--- src/rtl/scan_test_pkg.sv ---
// rtl/scan_test_pkg.sv - shared types and constants for the partial-scan test controller
package scan_test_pkg;

  localparam int SIG_W = 16;

  // Galois feedback mask for x^16+x^14+x^13+x^11+1
  localparam logic [15:0] LFSR_POLY = 16'hB400;
  // Same polynomial as Fibonacci tap positions (bit-reversed mask)
  localparam logic [15:0] FIB_TAPS = 16'h002D;
  localparam logic [15:0] SEED_DEFAULT = 16'hACE1;

  typedef enum logic [2:0] {
    ST_IDLE,
    ST_LOAD,
    ST_CAPTURE,
    ST_SHIFT,
    ST_FLUSH,
    ST_COMPARE,
    ST_DONE
  } state_t;

  function automatic logic [15:0] fix_seed(input logic [15:0] s);
    return (s == 16'h0000) ? SEED_DEFAULT : s;
  endfunction

endpackage

--- src/rtl/lfsr16_step.sv ---
// rtl/lfsr16_step.sv - one combinational step of a 16-bit LFSR, PRPG (Fibonacci) or MISR (Galois)
module lfsr16_step
  import scan_test_pkg::*;
#(
  parameter bit MISR_MODE = 1'b0
) (
  input  logic [15:0] cur,
  input  logic        serial_in,
  output logic [15:0] nxt
);

  logic        fib_fb;
  logic [15:0] fib_next;
  logic [15:0] gal_next;

  // serial_in is XORed into the feedback bit in PRPG mode; tie low for a pure generator
  assign fib_fb   = (^(cur & FIB_TAPS)) ^ serial_in;
  assign fib_next = {fib_fb, cur[15:1]};

  assign gal_next = {1'b0, cur[15:1]}
                  ^ (cur[0] ? LFSR_POLY : 16'h0000)
                  ^ {15'b0, serial_in};

  assign nxt = MISR_MODE ? gal_next : fib_next;

endmodule

--- src/rtl/partial_scan_ctrl.sv ---
// rtl/partial_scan_ctrl.sv - scan load/capture/unload sequencer with LFSR stimulus and MISR check
module partial_scan_ctrl
  import scan_test_pkg::*;
#(
  parameter int CHAIN_LEN = 16,
  parameter int PAT_W     = 8,
  parameter int SIG_W     = scan_test_pkg::SIG_W
) (
  input  logic             clk,
  input  logic             rst,
  input  logic             test_go,
  input  logic [PAT_W-1:0] num_patterns,
  input  logic [SIG_W-1:0] seed,
  input  logic [SIG_W-1:0] golden_sig,
  input  logic             scan_out,
  output logic             NbarT,
  output logic             scan_in,
  output logic             test_active,
  output logic             busy,
  output logic             done,
  output logic             pass,
  output logic [SIG_W-1:0] signature
);

  localparam int CNT_W = $clog2(CHAIN_LEN);
  localparam logic [CNT_W-1:0] CNT_LAST = CNT_W'(CHAIN_LEN - 1);

  state_t             state, state_n;
  logic [CNT_W-1:0]   shift_cnt, shift_cnt_n;
  logic [PAT_W-1:0]   pat_cnt, pat_cnt_n;
  logic [PAT_W-1:0]   n_lat, n_lat_n;
  logic [SIG_W-1:0]   prpg, prpg_n;
  logic [SIG_W-1:0]   misr, misr_n;
  logic               pass_n;

  logic [SIG_W-1:0]   prpg_step;
  logic [SIG_W-1:0]   misr_step;
  logic [PAT_W-1:0]   pat_inc;
  logic               shift_last;

  lfsr16_step #(.MISR_MODE(1'b0)) u_prpg (
    .cur       (prpg),
    .serial_in (1'b0),
    .nxt       (prpg_step)
  );

  lfsr16_step #(.MISR_MODE(1'b1)) u_misr (
    .cur       (misr),
    .serial_in (scan_out),
    .nxt       (misr_step)
  );

  assign pat_inc    = pat_cnt + 1'b1;
  assign shift_last = (shift_cnt == CNT_LAST);
  assign signature  = misr;

  always_ff @(posedge clk) begin
    if (rst) begin
      state     <= ST_IDLE;
      shift_cnt <= '0;
      pat_cnt   <= '0;
      n_lat     <= '0;
      prpg      <= '0;
      misr      <= '0;
      pass      <= 1'b0;
    end else begin
      state     <= state_n;
      shift_cnt <= shift_cnt_n;
      pat_cnt   <= pat_cnt_n;
      n_lat     <= n_lat_n;
      prpg      <= prpg_n;
      misr      <= misr_n;
      pass      <= pass_n;
    end
  end

  always_comb begin
    state_n     = state;
    shift_cnt_n = shift_cnt;
    pat_cnt_n   = pat_cnt;
    n_lat_n     = n_lat;
    prpg_n      = prpg;
    misr_n      = misr;
    pass_n      = pass;
    NbarT       = 1'b0;
    scan_in     = 1'b0;
    busy        = 1'b0;
    done        = 1'b0;

    case (state)
      ST_IDLE, ST_DONE: begin
        done = (state == ST_DONE);
        if (test_go) begin
          n_lat_n     = num_patterns;
          prpg_n      = fix_seed(seed);
          misr_n      = '0;
          pass_n      = 1'b0;
          pat_cnt_n   = '0;
          shift_cnt_n = '0;
          state_n     = (num_patterns == '0) ? ST_DONE : ST_LOAD;
        end
      end

      // First load: nothing valid in the chain yet, so the MISR stays frozen
      ST_LOAD: begin
        busy        = 1'b1;
        NbarT       = 1'b1;
        scan_in     = prpg[0];
        prpg_n      = prpg_step;
        shift_cnt_n = shift_last ? '0 : shift_cnt + 1'b1;
        if (shift_last) state_n = ST_CAPTURE;
      end

      ST_CAPTURE: begin
        busy      = 1'b1;
        pat_cnt_n = pat_inc;
        state_n   = (pat_inc == n_lat) ? ST_FLUSH : ST_SHIFT;
      end

      // Overlapped unload of the previous response and load of the next pattern
      ST_SHIFT: begin
        busy        = 1'b1;
        NbarT       = 1'b1;
        scan_in     = prpg[0];
        prpg_n      = prpg_step;
        misr_n      = misr_step;
        shift_cnt_n = shift_last ? '0 : shift_cnt + 1'b1;
        if (shift_last) state_n = ST_CAPTURE;
      end

      ST_FLUSH: begin
        busy        = 1'b1;
        NbarT       = 1'b1;
        misr_n      = misr_step;
        shift_cnt_n = shift_last ? '0 : shift_cnt + 1'b1;
        if (shift_last) state_n = ST_COMPARE;
      end

      ST_COMPARE: begin
        busy    = 1'b1;
        pass_n  = (misr == golden_sig);
        state_n = ST_DONE;
      end

      default: begin
        state_n = ST_IDLE;
      end
    endcase

    test_active = busy;
  end

endmodule

--- config.mk ---
export PLATFORM = sky130hd
export DESIGN_NAME = partial_scan_ctrl
export DESIGN_NICKNAME = d
export VERILOG_FILES = /design/src/rtl/scan_test_pkg.sv /design/src/rtl/lfsr16_step.sv /design/src/rtl/partial_scan_ctrl.sv
export SDC_FILE = /design/constraint.sdc
export NUM_CORES = 1
export LEC_CHECK = 0
export ABC_AREA = 1
export CORE_AREA = 4 4 81 83
export CTS_BUF_LIST = sky130_fd_sc_hd__clkbuf_8
export CTS_CLUSTER_DIAMETER = 150
export DETAILED_ROUTE_END_ITERATION = 12
export DIE_AREA = 0 0 85 87
export PLACE_DENSITY = 0.82
export SYNTH_ARGS = -nofsm -noshare
export SYNTH_HDL_FRONTEND = slang
export SYNTH_SLANG_ARGS = --single-unit
--- constraint.sdc ---
create_clock -name clk -period 2 [get_ports clk]
set_input_delay 0.4 -clock clk [delete_from_list [all_inputs] [get_ports clk]]
set_output_delay 0.4 -clock clk [all_outputs]
set_load 0.1 [all_outputs]
**Word level (Yosys, flattened, before mapping)**

Cells that the tools add are included.

- Add/subtract/negate cells: 2
- Reduce and logical (&&, ||, !) cells: 21
- Equal/unequal tests: 12
- Bitwise operators: 2
- Muxes and demuxes: 23

Operators with widths:

| cell | number |
|---|---|
| 16-bit 2-to-1 mux | 4 |
| 16-bit case mux with 2 select lines | 2 |
| 16-bit equality test | 1 |
| 16-bit logical NOT | 1 |
| 8-bit case mux with 2 select lines | 1 |
| 16-bit XOR reduction | 1 |
| 15-bit by 16-bit XOR with 16-bit output | 1 |
| 16-bit by 1-bit XOR with 16-bit output | 1 |
| 3-bit 2-to-1 mux | 5 |
| 3-bit case mux with 5 select lines | 1 |
| 2-bit AND reduction | 6 |
| 2-bit nonzero test | 5 |
| 3-bit equality test (second input constant) | 3 |
| 8-bit by 1-bit adder with 8-bit output (second input constant) | 1 |
| 8-bit equality test | 1 |
| 8-bit logical NOT | 1 |
| 4-bit 2-to-1 mux | 2 |
| 8-bit 2-to-1 mux | 1 |
| 4-bit case mux with 2 select lines | 1 |
| 3-bit by 2-bit equality test with 1-bit output (second input constant) | 2 |
| 2-bit OR reduction | 3 |
| 1-bit 2-to-1 mux | 5 |
| 5-bit OR reduction | 1 |
| 4-bit by 1-bit adder with 4-bit output (second input constant) | 1 |
| other kinds (8) | 9 |

- Input port bits: 44
- Flip-flop bits (word level): 56

**Logic depth before layout (Yosys ltp)**

- Depth after elaboration: 4
- Mapped depth: 14

**By module**

From an unflattened synthesis, not the netlist that was laid out.

- Cells, all modules: 497
- Area total of the unflattened synthesis: 3,345.7 sq um

By module, submodules not included:

| module | sequential area each (sq um) | cells each | times used | area an instance (sq um) |
|---|---|---|---|---|
| partial_scan_ctrl | 1,121.1 | 437 | 1 | 3,002.9 |
| lfsr16_step at u_prpg | 0.0 | 30 | 1 | 185.2 |
| lfsr16_step at u_misr | 0.0 | 30 | 1 | 157.7 |

**Worst setup path before layout**

No wires, ideal clock.

- Path kind: register -> output
- Start point: reg state[0]
- End point: out scan_in
- Setup slack: -344 ps
- Arrival time: 1,944 ps
- Cell stages (with the launch flop): 5
- Data required time: 1,600 ps
- Cell sequence: dfxtp_1 inv_2 nor2_4 inv_1 nor2_1

- Cells in the longest elaborated chain, start to end: 3
- Elaborated cells on any way between the ends: 4
- Classes of those cells: eq/ne (2); mux (1); reduce/logical (1)

RTL lines:

| element | RTL line | text |
|---|---|---|
| start, declared | partial_scan_ctrl.sv:28 | `state_t state, state_n;` |
| start signal, assigned | partial_scan_ctrl.sv:67 | `state <= state_n;` |
| 3-bit by 2-bit equality test with 1-bit output / 3-bit by 1-bit equality test with 1-bit output (equally long branches) | partial_scan_ctrl.sv:90 | `case (state)` |
| 2-bit OR reduction (no line) * | n/a |  |
| 1-bit 2-to-1 mux * | partial_scan_ctrl.sv:90 |  |
| end, declared | partial_scan_ctrl.sv:17 | `output logic scan_in,` |

Mark *: on every way between the ends. The rest lies on a longest branch, timed or not.

**Final worst setup path**

- Start point: reg state[2]
- End point: out NbarT

- Cells in the longest elaborated chain, start to end: 3
- Elaborated cells on any way between the ends: 5
- Classes of those cells: eq/ne (3); mux (1); reduce/logical (1)

RTL lines:

| element | RTL line | text |
|---|---|---|
| 3-bit equality test, or another cell as far along | partial_scan_ctrl.sv:90 |  |
| 3-bit OR reduction (no line) * | n/a |  |
| 1-bit 2-to-1 mux * | partial_scan_ctrl.sv:90 |  |
| end, declared | partial_scan_ctrl.sv:16 | `output logic NbarT,` |

Marks and branches as above.

==> flow_summary_export.csv <==
group,metric,value,unit
status,status,"complete, no violations",
setup_path,cp-start-kind,"flop",
power,swShare,42.0,%
detailed_routing,post_drt_wl_per_cell,13.0,um
power,finalPower,4000,uW
sta,min_period,1.93,ns
clock_tree,cts_tree,"built",
power,p_leak,0.00162,uW
layout,drive_gt1_share,14.6,%
sta,relSlewSlack,74.1,%
logic_synthesis,synth_cell_types,37,
layout,final_common_cell,"nand2_1",
detailed_routing,drt_wl_total,7730,um
logic_synthesis,yosys_warnings,0,
logic_synthesis,yosysSeqAreaShare,36.9,%
clock_tree,cts_buffers,5,
floorplanning,io_pins,66,
sta,grt_setup_unrepaired,"false",
placement,port_buffers,65,
global_route,grt_max_degree,25,
logic_synthesis,syn_area,0.00304,mm^2
sta,worstMarginPinSlew,0.388,ns
power,p_switching,1680,uW
clock_tree,clockBufferDepth,2,
power,peakVddDrop,0.000844,V
detailed_routing,remaining_drc_errors,0,
global_route,first_global_vias,2989,
sta,fin_ws,0.0670,ns
floorplanning,die_area,0.00740,mm^2
flow_run,drv_cap,0,
sta,setup_viol,0,
global_route,grt_pass1_wl,12700,um
setup_path,worst-setup-path-type,"reg2out",
global_route,gr-total-overflow,0,
sta,skew,0.00786,ns
layout,nNetsFinal,566,
layout,fin_area,0.00395,mm^2
power,powerDensity,1010,mW/mm^2
setup_path,slowest_stage,"dfxtp_4",
logic_synthesis,async_flop_share,0,%
logic_synthesis,synth_seq_cells,56,
setup_path,critPathMaxStageDelay,0.40,ns
logic_synthesis,ys.flop_type,"dfxtp_1",
sta,final_hold_viol_count,0,
setup_path,crit_buf_inv,4,
detailed_routing,vias_per_cell,5.24,
clock_tree,cts-root-buf,"clkbuf_8",
layout,synthToLayoutAreaGrowth,30.0,%
logic_synthesis,synth_nets,496,
floorplanning,die_w,85,um
logic_synthesis,syn_avg_cell_area,6.76,um^2
detailed_routing,firstDrtPassIters,4,
placement,place_ws,0.0756,ns
logic_synthesis,synth_edf_count,0,
floorplanning,die_y,87,um
placement,gp_congestion,0.855,
power,p_int,2320,uW
setup_path,path_cells,"inv_2 > nor2_2 > inv_2 > nor2_2 > nor2_2 > inv_1 > buf_12",
detailed_routing,ant_nets,0,
sta,fmax,0.517,GHz
setup_path,worstPathArrival,1.53,ns
placement,dpl_cell_area,0.00381,mm^2
setup_path,end_kind,"output port",
clock_tree,clkTransAtPathRegs,0.10,ns
setup_path,cp_max_fo,5,
setup_path,critPathTopFamily,"buffers and inverters",
clock_tree,cts-hold-fix-buffers,0,
power,p_comb_share,46.3,%
sta,fin_tns_setup,0,ns
floorplanning,placement_rows,28,
power,seqPwrFrac,35.3,%
setup_path,cp_common_cell,"nor2_2",
clock_tree,clock_sinks,56,
layout,fill_cells,498,
floorplanning,core,0.00585,mm^2
clock_tree,htreeDepth,2,
clock_tree,insertion_delay,0.32,ns
floorplanning,start_util,52.0,%
logic_synthesis,netlist_instances,450,
global_route,track_usage,20.9,%
layout,num_antenna_cells,0,
layout,mostFrequentLayoutCells,"124 x nand2_1, 54 x dfxtp_1, 52 x a21oi_1, 43 x clkdlybuf4s50_1, 38 x inv_1",
placement,dp_hpwl,5920,um
detailed_routing,vias,3126,
min_path,min_path_type,"reg2reg",
detailed_routing,drt_iter0_markers,143,
sta,maxSlewViolCount,0,
global_route,antenna_found_initial,0,
power,clkPwrFrac,18.4,%
setup_path,required,1.60,ns
sta,period_share,96.7,%
-- tightest hold or removal path: cells and delay by family, from the launching register on --
family | cells | cell delay, ns
flops | 1 | 0.32
simple gates | 1 | 0.06
compound gates | 1 | 0.05
-- area by class of cell --
class,instances,area (um^2),area share (%)
Sequential cell,56,1130,28.5
Timing Repair Buffer,78,772,19.5
Inverter,45,175,4.43
Tap cell,75,93.8,2.37
Multi-Input combinational cell,334,1680,42.5
Clock inverter,3,38.8,0.981
Clock buffer,5,68.8,1.74
-- state kept, by name (all words and copies together), names as in the netlist --
signal,cells
shift_cnt,4
signature,16
pat_cnt,8
prpg,16
state,3
n_lat,8
pass,1
-- cell families (layout without fill, tap and decap cells) --
family | Yosys count | after routing | synth area share, %
flip-flops | 56 | 56 | 36.9
XOR/XNOR | 19 | 19 | 5.47
AND/OR/NAND/NOR | 232 | 232 | 33.6
AO/OA/AOI/OAI | 81 | 81 | 14.6
adder cells (fa/ha/maj) | 2 | 2 | 0.823
buffers and inverters | 60 | 131 | 8.68
-- synth_stat cells, types with 2 or more instances --
library cell,count,share of area [%]
a21oi_1,52,8.6
a31oi_1,7,1.4
buf_2,2,0.33
buf_6,4,1.5
clkbuf_1,8,0.99
dfxtp_1,56,37
ha_1,2,0.82
inv_1,38,4.7
inv_2,6,0.74
nand2_1,125,15
nand2_2,4,0.82
nand3_1,34,5.6
nand4_1,3,0.62
nor2_1,42,5.2
nor2_2,4,0.82
nor2_4,2,0.74
nor3_1,5,0.82
nor4_1,3,0.62
o21ai_0,13,2.1
o21ai_1,2,0.33
o221ai_1,3,0.86
or2_2,3,0.62
xnor2_1,9,2.6
xor2_1,10,2.9
-- worst paths after layout --
kind / startpoint / end / slack [ns] / cells past startpoint
max: state[2] / NbarT / 0.07 / 7
min: prpg[6] / prpg[6] / 0.48 / 2
max reg2reg: pat_cnt[1] / state[1] / 0.18 / 12
min reg2reg: prpg[6] / prpg[6] / 0.48 / 2
-- per-stage QoR --
step                hold WS, ns  util (%)  instances
floorplan                 0.444         -        450
global placement          0.456      65.1        587
detailed placement        0.460      65.1        587
CTS                       0.475      67.2        596
global route              0.500      67.6        596
finish                    0.477      67.6        596
-- power by group through the flow --
stage               Sequential (uW)  Combinational [uW]  Clock, uW
finish                         1420                1850        736
global route                   1440                2020        791
CTS                            1410                1830        748
detailed placement             1430                1800          0
global placement               1430                1760          0
floorplan                      1420                1290          0
-- repair_timing --
| item | CTS | global route |
|---|---|---|
| setup endpoints to repair | 2 | 5 |
| buffers inserted | 1 | 0 |
| gates resized for setup | 3 | 7 |
-- metal layers --
layer  up-vias  part of all wire [%]  track usage [%]
li1       1603                     -                -
met1      1450                    40             22.8
met2        56                    54             39.3
met3        17                   3.7             3.60
met4         0                   2.1             9.21
met5         -                     0                0
Power figures use the tool's default switching activity.
==> edit (same settings) <==
The parameter `PAT_W` goes from 8 to 12.
--- a/src/rtl/partial_scan_ctrl.sv
+++ b/src/rtl/partial_scan_ctrl.sv
@@ -4,5 +4,5 @@
 #(
   parameter int CHAIN_LEN = 16,
-  parameter int PAT_W     = 8,
+  parameter int PAT_W     = 12,
   parameter int SIG_W     = scan_test_pkg::SIG_W
 ) (
Interface: changed (resized num_patterns); port bits go from 66 to 70. No check against the original RTL was run, so the function may have changed too.
==> edit against the original RTL <==
Clock power rose by 64%. Critical path depth fell by 2. Area after synthesis rose by 19%. Sequential cell count rose by 8. Utilization rose by 14 points. Wire length rose by 28%. Setup slack got worse by 3.9 ps. Cell area rose by 20%. Total power rose by 12%. Sequential share of layout area fell by 1.3 points. Critical path type unchanged. Critical endpoint is now scan_in.
==> edit: results (changes against the original RTL) <==
- DRT Wirelength: 9900 µm (+28%)
- Crit-path max FO: 6 (+1)
- Layout Cells excl Fill: 696 (+17%)
- Drt first pass iters: 5 (+1)
- DRT iter0 DRCs: 293 (+100%)
- Ant diodes: 0 (unchanged)
- Vias in the first global route: 3703 (+24%)
- Mapped Cells: 538 (+20%)
- LEAKAGE: 0.00193 µW (+19%)
- Placed cell area: 0.00445 mm² (+17%)
- Clk_lat worst skew: 340 ps (+20 ps)
- R2R Path Start: pat_cnt[0]$_SDFFE_PP0P_
- Post-Syn Nets: 588 (+19%)
- Hpwl dp: 6940 µm (+17%)
- Least-Margin Pin Slew: 587 ps (+199 ps)
- Hold path endpoint: prpg[1]$_SDFFE_PP0P_
- First-pass GRT wire length: 15900 µm (+25%)
- Placer congestion estimate: 0.850 (-0.51%)
- Post-synthesis mux area share: 0 (unchanged)
- Min-delay src: prpg[1]$_SDFFE_PP0P_
- Placed insts: 675 (+15%)
- CTS Buf Count: 9 (+4)
- Fin nets: 666 (+18%)
- GR Util All Layers: 0.266 (+0.0575)
- Synth cell count leaders: nand2_1 (146), dfxtp_1 (64), nor2_1 (52)
- Largest net degree at the start of global routing: 47 (+88%)
- Synth area leaders: dfxtp_1 (35%), nand2_1 (15%), nand3_1 (6.0%)
- YS warnings: 0 (unchanged)
- H-tree depth: 3 (+1)
- Adder-cell share of the synthesized area: 0.00693 (-0.00129)
- Worst-path clk slew: 70 ps (-30 ps)
- Share of layout cells above drive strength 1: 0.195 (+0.0490)
- Port buffer count: 69 (+6.2%)
- Xor/xnor cell area share of the yosys netlist: 0.0437 (-0.0110)
- Synth cell types: 36 (-2.7%)
- Via count: 3837 (+23%)
- Clock skew: 4.95 ps (-2.91 ps)
- Max VDD drop: 0.827 mV (-2.0%)
- Synth Area in Compound Gates: 0.147 (+0.000590)
- Seq/Total Area, Yosys: 0.355 (-0.0136)
- Status: completed
- FF-to-FF path depth: 15 (+3)
- R2R setup slack: 120 ps (-60 ps)
[edit: worst max path at each step]
stage	slack, ps	to	cells after the start	startpoint
2_1_floorplan	-50	scan_in	4	state[0]$_SDFFE_PP0P_
3_3_place_gp	70	pat_cnt[10]$_SDFFE_PP0P_	6	test_go
3_5_place_dp	20	pat_cnt[8]$_SDFFE_PP0P_	6	test_go
4_1_cts	-5	scan_in	5	state[0]$_SDFFE_PP0P_
5_1_grt	-40	state[1]$_SDFFE_PP0P_	15	pat_cnt[0]$_SDFFE_PP0P_
6_report	60	scan_in	5	state[0]$_SDFFE_PP0P_
[edit: per-layer routing]
metal,track usage,routed length [µm],vias up,part of all wire
met1,0.311,4080,1785,0.41
met4,0.105,184,0,0.019
li1,-,-,1916,-
met2,0.480,5140,116,0.52
met3,0.0511,484,20,0.049
met5,0,0,-,0
[edit: per-stage QoR]
stage | total power, µW | hold slack, ps | worst slack [ps]
detailed placement | 3210 | 465 | 24.3
floorplan | 2740 | 439 | -50.6
global placement | 3180 | 452 | 67.6
CTS | 4430 | 480 | -5.23
global route | 4730 | 508 | -37.4
finish | 4480 | 484 | 63.0
[edit: worst max-delay path, stage by stage, from the launching register on]
cell        delay [ps]
dfxtp_2            380
inv_2               70
nor2_4             190
clkinvlp_4         200
nor2_2             160
buf_12             190
[edit: area by class of cell]
class                      count  area [µm²]
timing repair buffer          85         873
multi-input combinational    401        2070
clock inverter                 6        76.3
inverter                      55         213
tap                           75        93.8
clock buffer                  10         138
sequential                    64        1290
fill                         399        1090
[edit: what timing repair did]
item | in CTS | in global routing
gates resized for setup | 3 | 21
setup endpoints to repair | 2 | 17
setup buffers | 0 | 5
pin swaps | 0 | 1
[edit: logic make-up after synthesis]
logic type      Yosys count
compound gates           89
flops                    64
xor+xnor                 18
simple gates            292
buf+inv                  73
fa+ha+maj                 2
[edit: report_power, final]
part	switching [µW]	internal, µW
Clock	490	720
Combinational	1110	600
Sequential	115	1440
